`config.mk`:
```
export PLATFORM = sky130hd
export DESIGN_NAME = gmii_rx_framer
export DESIGN_NICKNAME = d
export VERILOG_FILES = /design/src/rtl/eth_pkg.sv /design/src/rtl/crc32_d8.sv /design/src/rtl/gmii_rx_framer.sv
export SDC_FILE = /design/constraint.sdc
export NUM_CORES = 1
export LEC_CHECK = 0
export CAP_MARGIN = 20
export CORE_UTILIZATION = 50
export DETAILED_ROUTE_END_ITERATION = 12
export HOLD_SLACK_MARGIN = 0.15
export PLACE_DENSITY = 0.73
export SKIP_LAST_GASP = 1
export SYNTH_ARGS = -nofsm -noshare
export SYNTH_HDL_FRONTEND = slang
export SYNTH_SLANG_ARGS = --single-unit
```
`constraint.sdc`:
```
create_clock -name gmii_rx_clk -period 2.75 [get_ports gmii_rx_clk]
set_input_delay 0.55 -clock gmii_rx_clk [delete_from_list [all_inputs] [get_ports gmii_rx_clk]]
set_output_delay 0.55 -clock gmii_rx_clk [all_outputs]
set_load 0.03 [all_outputs]
```
`src/rtl/eth_pkg.sv`:
```
`default_nettype none
// ============================================================================
// Module   : eth_pkg
// Brief    : Shared Ethernet receive constants, FSM state type and helpers.
// Revision : 1.0
// ============================================================================
package eth_pkg;

    localparam logic [7:0]  PREAMBLE_BYTE = 8'h55;
    localparam logic [7:0]  SFD_BYTE      = 8'hD5;

    localparam logic [31:0] CRC32_POLY    = 32'h04C11DB7;
    localparam logic [31:0] CRC32_INIT    = 32'hFFFFFFFF;
    localparam logic [31:0] CRC32_RESIDUE = 32'hDEBB20E3;

    typedef enum logic [1:0] {
        ST_IDLE     = 2'd0,
        ST_PREAMBLE = 2'd1,
        ST_DATA     = 2'd2,
        ST_DROP     = 2'd3
    } rx_state_t;

    function automatic logic [31:0] reflect32(input logic [31:0] i_v);
        logic [31:0] w_r;
        for (int i = 0; i < 32; i++) begin
            w_r[i] = i_v[31-i];
        end
        return w_r;
    endfunction

endpackage
`default_nettype wire

```
`src/rtl/crc32_d8.sv`:
```
`default_nettype none
// ============================================================================
// Module   : crc32_d8
// Brief    : Combinational next-state of the reflected CRC32 for one byte.
// Revision : 1.0
// ============================================================================
module crc32_d8
    import eth_pkg::*;
(
    input  logic [31:0] i_crc,
    input  logic [7:0]  i_data,
    output logic [31:0] o_crc
);

    // LSB-first shifting uses the bit-reversed polynomial.
    localparam logic [31:0] c_poly_refl = reflect32(CRC32_POLY);

    logic [31:0] w_crc;

    always_comb begin
        w_crc = i_crc;
        for (int i = 0; i < 8; i++) begin
            if (w_crc[0] ^ i_data[i]) begin
                w_crc = (w_crc >> 1) ^ c_poly_refl;
            end else begin
                w_crc = w_crc >> 1;
            end
        end
    end

    assign o_crc = w_crc;

endmodule
`default_nettype wire

```
`src/rtl/gmii_rx_framer.sv`:
```
`default_nettype none
// ============================================================================
// Module   : gmii_rx_framer
// Brief    : GMII receive framer: strips preamble/SFD and FCS, checks CRC32
//            and length, emits sop/eop framed bytes and good/bad counters.
// Revision : 1.0
// ============================================================================
module gmii_rx_framer
    import eth_pkg::*;
#(
    parameter int MIN_PRE = 1,
    parameter int MAX_LEN = 1518,
    parameter int MIN_LEN = 64
) (
    input  logic        gmii_rx_clk,
    input  logic        rst,
    input  logic        gmii_rx_dv,
    input  logic [7:0]  gmii_rxd,
    output logic [7:0]  rx_data,
    output logic        rx_valid,
    output logic        rx_sop,
    output logic        rx_eop,
    output logic        rx_crc_ok,
    output logic        rx_len_err,
    output logic [15:0] rx_frame_len,
    output logic [31:0] rx_good_cnt,
    output logic [31:0] rx_bad_cnt
);

    localparam logic [2:0]  c_min_pre = 3'(MIN_PRE);
    localparam logic [15:0] c_min_len = 16'(MIN_LEN);
    localparam logic [15:0] c_max_len = 16'(MAX_LEN);
    localparam int          c_depth   = 5;

    rx_state_t   r_state;
    logic [2:0]  r_pre_cnt;
    logic [7:0]  r_sr [0:c_depth-1];
    logic [31:0] r_crc;
    logic [15:0] r_byte_cnt;

    logic [7:0]  r_rx_data;
    logic        r_rx_valid;
    logic        r_rx_sop;
    logic        r_rx_eop;
    logic        r_rx_crc_ok;
    logic        r_rx_len_err;
    logic [15:0] r_rx_frame_len;
    logic [31:0] r_good_cnt;
    logic [31:0] r_bad_cnt;

    logic [31:0] w_crc_next;
    logic        w_crc_ok;
    logic        w_len_err;

    crc32_d8 u_crc32_d8 (
        .i_crc  (r_crc),
        .i_data (gmii_rxd),
        .o_crc  (w_crc_next)
    );

    assign w_crc_ok  = (r_crc == CRC32_RESIDUE);
    assign w_len_err = (r_byte_cnt < c_min_len) || (r_byte_cnt > c_max_len);

    always_ff @(posedge gmii_rx_clk) begin
        if (rst) begin
            r_state        <= ST_IDLE;
            r_pre_cnt      <= 3'd0;
            r_crc          <= CRC32_INIT;
            r_byte_cnt     <= 16'd0;
            for (int i = 0; i < c_depth; i++) begin
                r_sr[i] <= 8'd0;
            end
            r_rx_data      <= 8'd0;
            r_rx_valid     <= 1'b0;
            r_rx_sop       <= 1'b0;
            r_rx_eop       <= 1'b0;
            r_rx_crc_ok    <= 1'b0;
            r_rx_len_err   <= 1'b0;
            r_rx_frame_len <= 16'd0;
            r_good_cnt     <= 32'd0;
            r_bad_cnt      <= 32'd0;
        end else begin
            r_rx_data      <= 8'd0;
            r_rx_valid     <= 1'b0;
            r_rx_sop       <= 1'b0;
            r_rx_eop       <= 1'b0;
            r_rx_crc_ok    <= 1'b0;
            r_rx_len_err   <= 1'b0;
            r_rx_frame_len <= 16'd0;

            case (r_state)
                ST_IDLE: begin
                    if (gmii_rx_dv) begin
                        if (gmii_rxd == PREAMBLE_BYTE) begin
                            r_state   <= ST_PREAMBLE;
                            r_pre_cnt <= 3'd1;
                        end else begin
                            r_state <= ST_DROP;
                        end
                    end
                end

                ST_PREAMBLE: begin
                    if (!gmii_rx_dv) begin
                        r_state <= ST_IDLE;
                    end else if (gmii_rxd == PREAMBLE_BYTE) begin
                        if (r_pre_cnt != 3'd7) begin
                            r_pre_cnt <= r_pre_cnt + 3'd1;
                        end
                    end else if ((gmii_rxd == SFD_BYTE) && (r_pre_cnt >= c_min_pre)) begin
                        r_state    <= ST_DATA;
                        r_crc      <= CRC32_INIT;
                        r_byte_cnt <= 16'd0;
                    end else begin
                        r_state <= ST_DROP;
                    end
                end

                ST_DATA: begin
                    if (gmii_rx_dv) begin
                        for (int i = c_depth - 1; i > 0; i--) begin
                            r_sr[i] <= r_sr[i-1];
                        end
                        r_sr[0] <= gmii_rxd;
                        r_crc   <= w_crc_next;
                        if (r_byte_cnt != 16'hFFFF) begin
                            r_byte_cnt <= r_byte_cnt + 16'd1;
                        end
                        // A full delay line means its oldest byte cannot be FCS.
                        if (r_byte_cnt >= 16'(c_depth)) begin
                            r_rx_valid <= 1'b1;
                            r_rx_data  <= r_sr[c_depth-1];
                            r_rx_sop   <= (r_byte_cnt == 16'(c_depth));
                        end
                    end else begin
                        r_state <= ST_IDLE;
                        // Frames that never emitted a sop end silently but still count as bad.
                        if (r_byte_cnt > 16'(c_depth)) begin
                            r_rx_valid     <= 1'b1;
                            r_rx_data      <= r_sr[c_depth-1];
                            r_rx_eop       <= 1'b1;
                            r_rx_crc_ok    <= w_crc_ok;
                            r_rx_len_err   <= w_len_err;
                            r_rx_frame_len <= r_byte_cnt;
                            if (w_crc_ok && !w_len_err) begin
                                r_good_cnt <= r_good_cnt + 32'd1;
                            end else begin
                                r_bad_cnt <= r_bad_cnt + 32'd1;
                            end
                        end else begin
                            r_bad_cnt <= r_bad_cnt + 32'd1;
                        end
                    end
                end

                ST_DROP: begin
                    if (!gmii_rx_dv) begin
                        r_state <= ST_IDLE;
                    end
                end

                default: begin
                    r_state <= ST_IDLE;
                end
            endcase
        end
    end

    assign rx_data      = r_rx_data;
    assign rx_valid     = r_rx_valid;
    assign rx_sop       = r_rx_sop;
    assign rx_eop       = r_rx_eop;
    assign rx_crc_ok    = r_rx_crc_ok;
    assign rx_len_err   = r_rx_len_err;
    assign rx_frame_len = r_rx_frame_len;
    assign rx_good_cnt  = r_good_cnt;
    assign rx_bad_cnt   = r_bad_cnt;

endmodule
`default_nettype wire

```
==> summary by stage <==
Drt
The pre-antenna-repair detailed-routing pass consisted of 5 iterations. The number of DRC violations after detailed-routing iteration 0 is 500. Dividing the detail-routed via count by the number of cells gives 5.532. The average wire per standard cell is 15.15 um. The routed design has 18780 um of wire. The remaining antenna violation count is 0. The post-route DRC violation count is 0.

The routed via count is 6860.

Die
The die covers 17160 sq um. The area of the placeable core is 16060 sq um. From left edge to right edge, the die measures 131.0 um. The effective utilization at floorplan is 0.5182. In this run the core area contains 46 standard-cell rows. The floorplan step set the die height to 131.0 um. The number of ports placed on the die boundary is 104.

CTS
CTS saw 186 sinks. The number of gates resized after cts is 0. CTS built an H-tree with a depth of 4. Buffers inserted during clock tree synthesis total 17. TritonCTS built the clock tree. The clock passes through at most 2 buffers. The library cell used as clock root buffer is clkbuf_16. The later-pin clock latency in the skew report is 440 ps. Clock-pin slew was measured on the worst setup and hold paths at 70 ps. The number of hold buffers added after CTS was 0. The post-CTS repair timing setup buffer count is 0.

Synth
The mapped netlist covers 8322 sq um. Synthesis handed over a netlist of 870 instances. The share of synthesized area in the top cell type comes to 0.3512.

The biggest area contributor in the post-synthesis netlist is dfxtp_1. The proportion of synthesized flip-flops having asynchronous set or reset is 0. Yosys attributes the largest share of cell area to dfxtp_1 35%, edfxtp_1 14%, xnor2_1 7.1%.

The Yosys step of the flow raised 0 warnings. The sequential cell area fraction in the yosys report is 0.4956. In the post-synthesis netlist, the cell with the most instances is dfxtp_1. The synthesized design contains 40 enable-type register cells. The synthesized netlist net count is 889. The synthesized design contains 186 register bits.

Counting distinct cell types in the post-synthesis netlist gives 50. In this run the mean area of a mapped cell was 9.565 sq um. In the synthesized netlist the dominant register cell turns out to be dfxtp_1.

By count the netlist is led by 146 x dfxtp_1, 71 x nor2_1, 68 x a21oi_1.

Global routing
Entering global routing, the biggest net connects 61 pins. The number of global-route vias before repair is 6045. The initial antenna violation count came to 0.

The first-pass GRT wire length is 30160 um. Summed over all layers, the global routing overflow is 0. In the global route stage, overall resource usage came out at 0.2277.

Power and ir drop
The analysis attributes to net switching a power of 0.001542 W. The share of total power consumed by net switching is 0.2608. Of the total power, combinational logic draws 0.109. The worst ir drop on vdd is 0.5222 mV. The cell-internal power is 0.004372 W. Summed over all cells, the static leakage comes to 3.608 nW. The total power divided by cell area is 561.4 nW/um^2. The share of total power dissipated in sequential elements is 0.489. The part of the power in the clock network is 0.402.

Critical path
On the worst path, the slowest cell contributes a delay of 430 ps. The kind of start point of the critical path is a flip-flop. Data arrives at the worst endpoint at 3010 ps. In this design, the critical path's most frequently occurring cell is nor4_1. The kind of end point of the critical path is a flip-flop. The highest net fanout along the worst path is 7. The critical path data required time is 3090 ps. Traced cell by cell, the critical path runs through nand4b_1 > nor4_1 > and4_1 > o311ai_0 > nor4_1 > mux2_2. The critical path is of the flip-flop to flip-flop type. Among all stages on the critical path, the largest delay is contributed by nor4_1.

STA
The number of pins with negative max-slew slack in the final report is 0. Setup violations remaining at the end of the flow were counted as 0. For the pin with the worst max-slew slack, the measured transition is 1044 ps. On the final layout, the worst clock skew is 12.28 ps. For the finished layout, the period the worst path requires is 2677 ps. The fraction of the cycle the final worst path needs is 0.9736. Setup repair after global routing could not meet its margin everywhere.

The worst hold slack is 444.4 ps. The worst pin sits at a relative slew slack of 0.2951. The fmax is 0.3735 GHz. The number of hold-slack violations in the final timing report is 0.

Job
The number of max-cap violations is 0.

Layout
The final-stage net count is 1030. The diode insertion count for antenna repair is 0. The finished layout holds 1240 standard cells, fillers aside. The post-route core utilization is 0.6561.

The growth of design area from synthesis to finish is 26.60%. The share of final-layout standard cells stronger than drive strength 1 is 0.1006.

Worst hold path
The worst min-delay path class is flip-flop to flip-flop.

Place
The detailed placement HPWL is 12990 um. The final weighted congestion in routability-driven placement is 0.8986. Once placement completed, the tool counted placed cells totaling 1208. The count of buffers added on input and output ports is 103.

Status
The run finished with clean final reports.
==> path summary, 6_finish.rpt <==
check	end	slack, ps	cells after the start	from
worst max-delay path	rx_good_cnt[30]$_SDFFE_PP0P_	70	6	r_crc[2]$_SDFFE_PP1P_
worst min register to register	rx_data[7]$_SDFF_PP0_	440	1	r_sr[0][39]$_SDFFCE_PN0P_
worst min-delay path	rx_data[7]$_SDFF_PP0_	440	1	r_sr[0][39]$_SDFFCE_PN0P_
worst max register to register	rx_good_cnt[30]$_SDFFE_PP0P_	70	6	r_crc[2]$_SDFFE_PP1P_
==> routing by layer <==
metal | up-vias | global-route usage | routed length [um]
met4 | 0 | 0.09736 | 408
li1 | 3399 | - | -
met2 | 184 | 0.3514 | 8615
met1 | 3246 | 0.3090 | 8794
met3 | 31 | 0.04805 | 963
met5 | - | 0 | 0
==> state kept, by name (all words and copies together), names as in the netlist <==
| signal | cells |
|---|---|
| rx_data | 8 |
| rx_valid | 1 |
| r_crc | 32 |
| rx_bad_cnt | 32 |
| rx_eop | 1 |
| rx_frame_len | 16 |
| r_sr | 40 |
| rx_good_cnt | 32 |
| r_byte_cnt | 16 |
| rx_sop | 1 |
| rx_len_err | 1 |
| r_pre_cnt | 3 |
| r_state | 2 |
| rx_crc_ok | 1 |
==> cells by family (layout without fill, tap and decap cells) <==
group / after synthesis / in the layout / share of synthesized area
muxes: 5 / 5 / 0.006465
AOI/OAI and AO/OA: 150 / 150 / 0.1074
buffers and inverters: 50 / 204 / 0.02331
DFF: 186 / 186 / 0.4956
and+or+nand+nor: 371 / 371 / 0.2500
xor gates and xnor gates: 100 / 100 / 0.1052
adders and majority gates: 8 / 8 / 0.01203
==> worst max-delay path: cells and delay by family (launching register included) <==
kind | cells | cell delay (ps)
AND/OR/NAND/NOR | 4 | 1470
AO/OA/AOI/OAI | 1 | 400
multiplexers | 1 | 370
flip-flops | 1 | 340
==> layout make-up <==
type,instances,area (sq um)
fillers,1285,5523
flip-flops and latches,186,4124
multi-input cells,634,4018
repair buffers,159,1496
clock buffers,17,425.4
well taps,216,270.3
clock inverters,15,152.6
inverters,13,48.80
==> per-stage QoR <==
stage | cell area, sq um | total power [W] | worst slack (ps) | setup TNS [ps]
4_1_cts | 10530 | 0.005951 | 52.69 | 0
3_5_place_dp | 9948 | 0.003587 | -389.1 | -3031
2_1_floorplan | 8322 | 0.003397 | 152.6 | 0
3_3_place_gp | 9948 | 0.003581 | -362.7 | -1026
5_1_grt | 10540 | 0.006127 | -84.49 | -553.1
6_report | 10540 | 0.005914 | 72.61 | 0
==> placed cells by master (no fill, tap or decap), types with 3 or more instances in the layout <==
master,instances
nand2_1,38
inv_1,13
dfxtp_1,146
buf_12,4
and4_1,7
mux2_2,3
xnor2_1,67
a2111oi_0,4
edfxtp_1,40
nand4b_1,6
and3_1,10
nor4_1,12
ha_1,8
o21ai_0,31
nand3_1,33
nor3_1,12
nor2b_1,4
clkdlybuf4s50_1,102
inv_8,5
o22ai_1,12
or3_1,30
a211oi_1,5
inv_6,4
xor2_1,33
and2_1,67
buf_4,52
clkbuf_16,17
o211ai_1,3
nand2b_1,21
a21oi_1,68
o31ai_1,17
nand4_1,28
nor2_1,70
or4_1,17
==> power by group through the flow <==
stage	sequential (W)	combinational [W]	clock [W]
after floorplan	0.00294	0.000453	0
after global placement	0.00295	0.000632	0
after detailed placement	0.00295	0.000635	0
after CTS	0.00289	0.000644	0.00242
after global routing	0.00290	0.000693	0.00254
final	0.00289	0.000645	0.00238
Note: power is estimated with default switching activity, not from simulation.
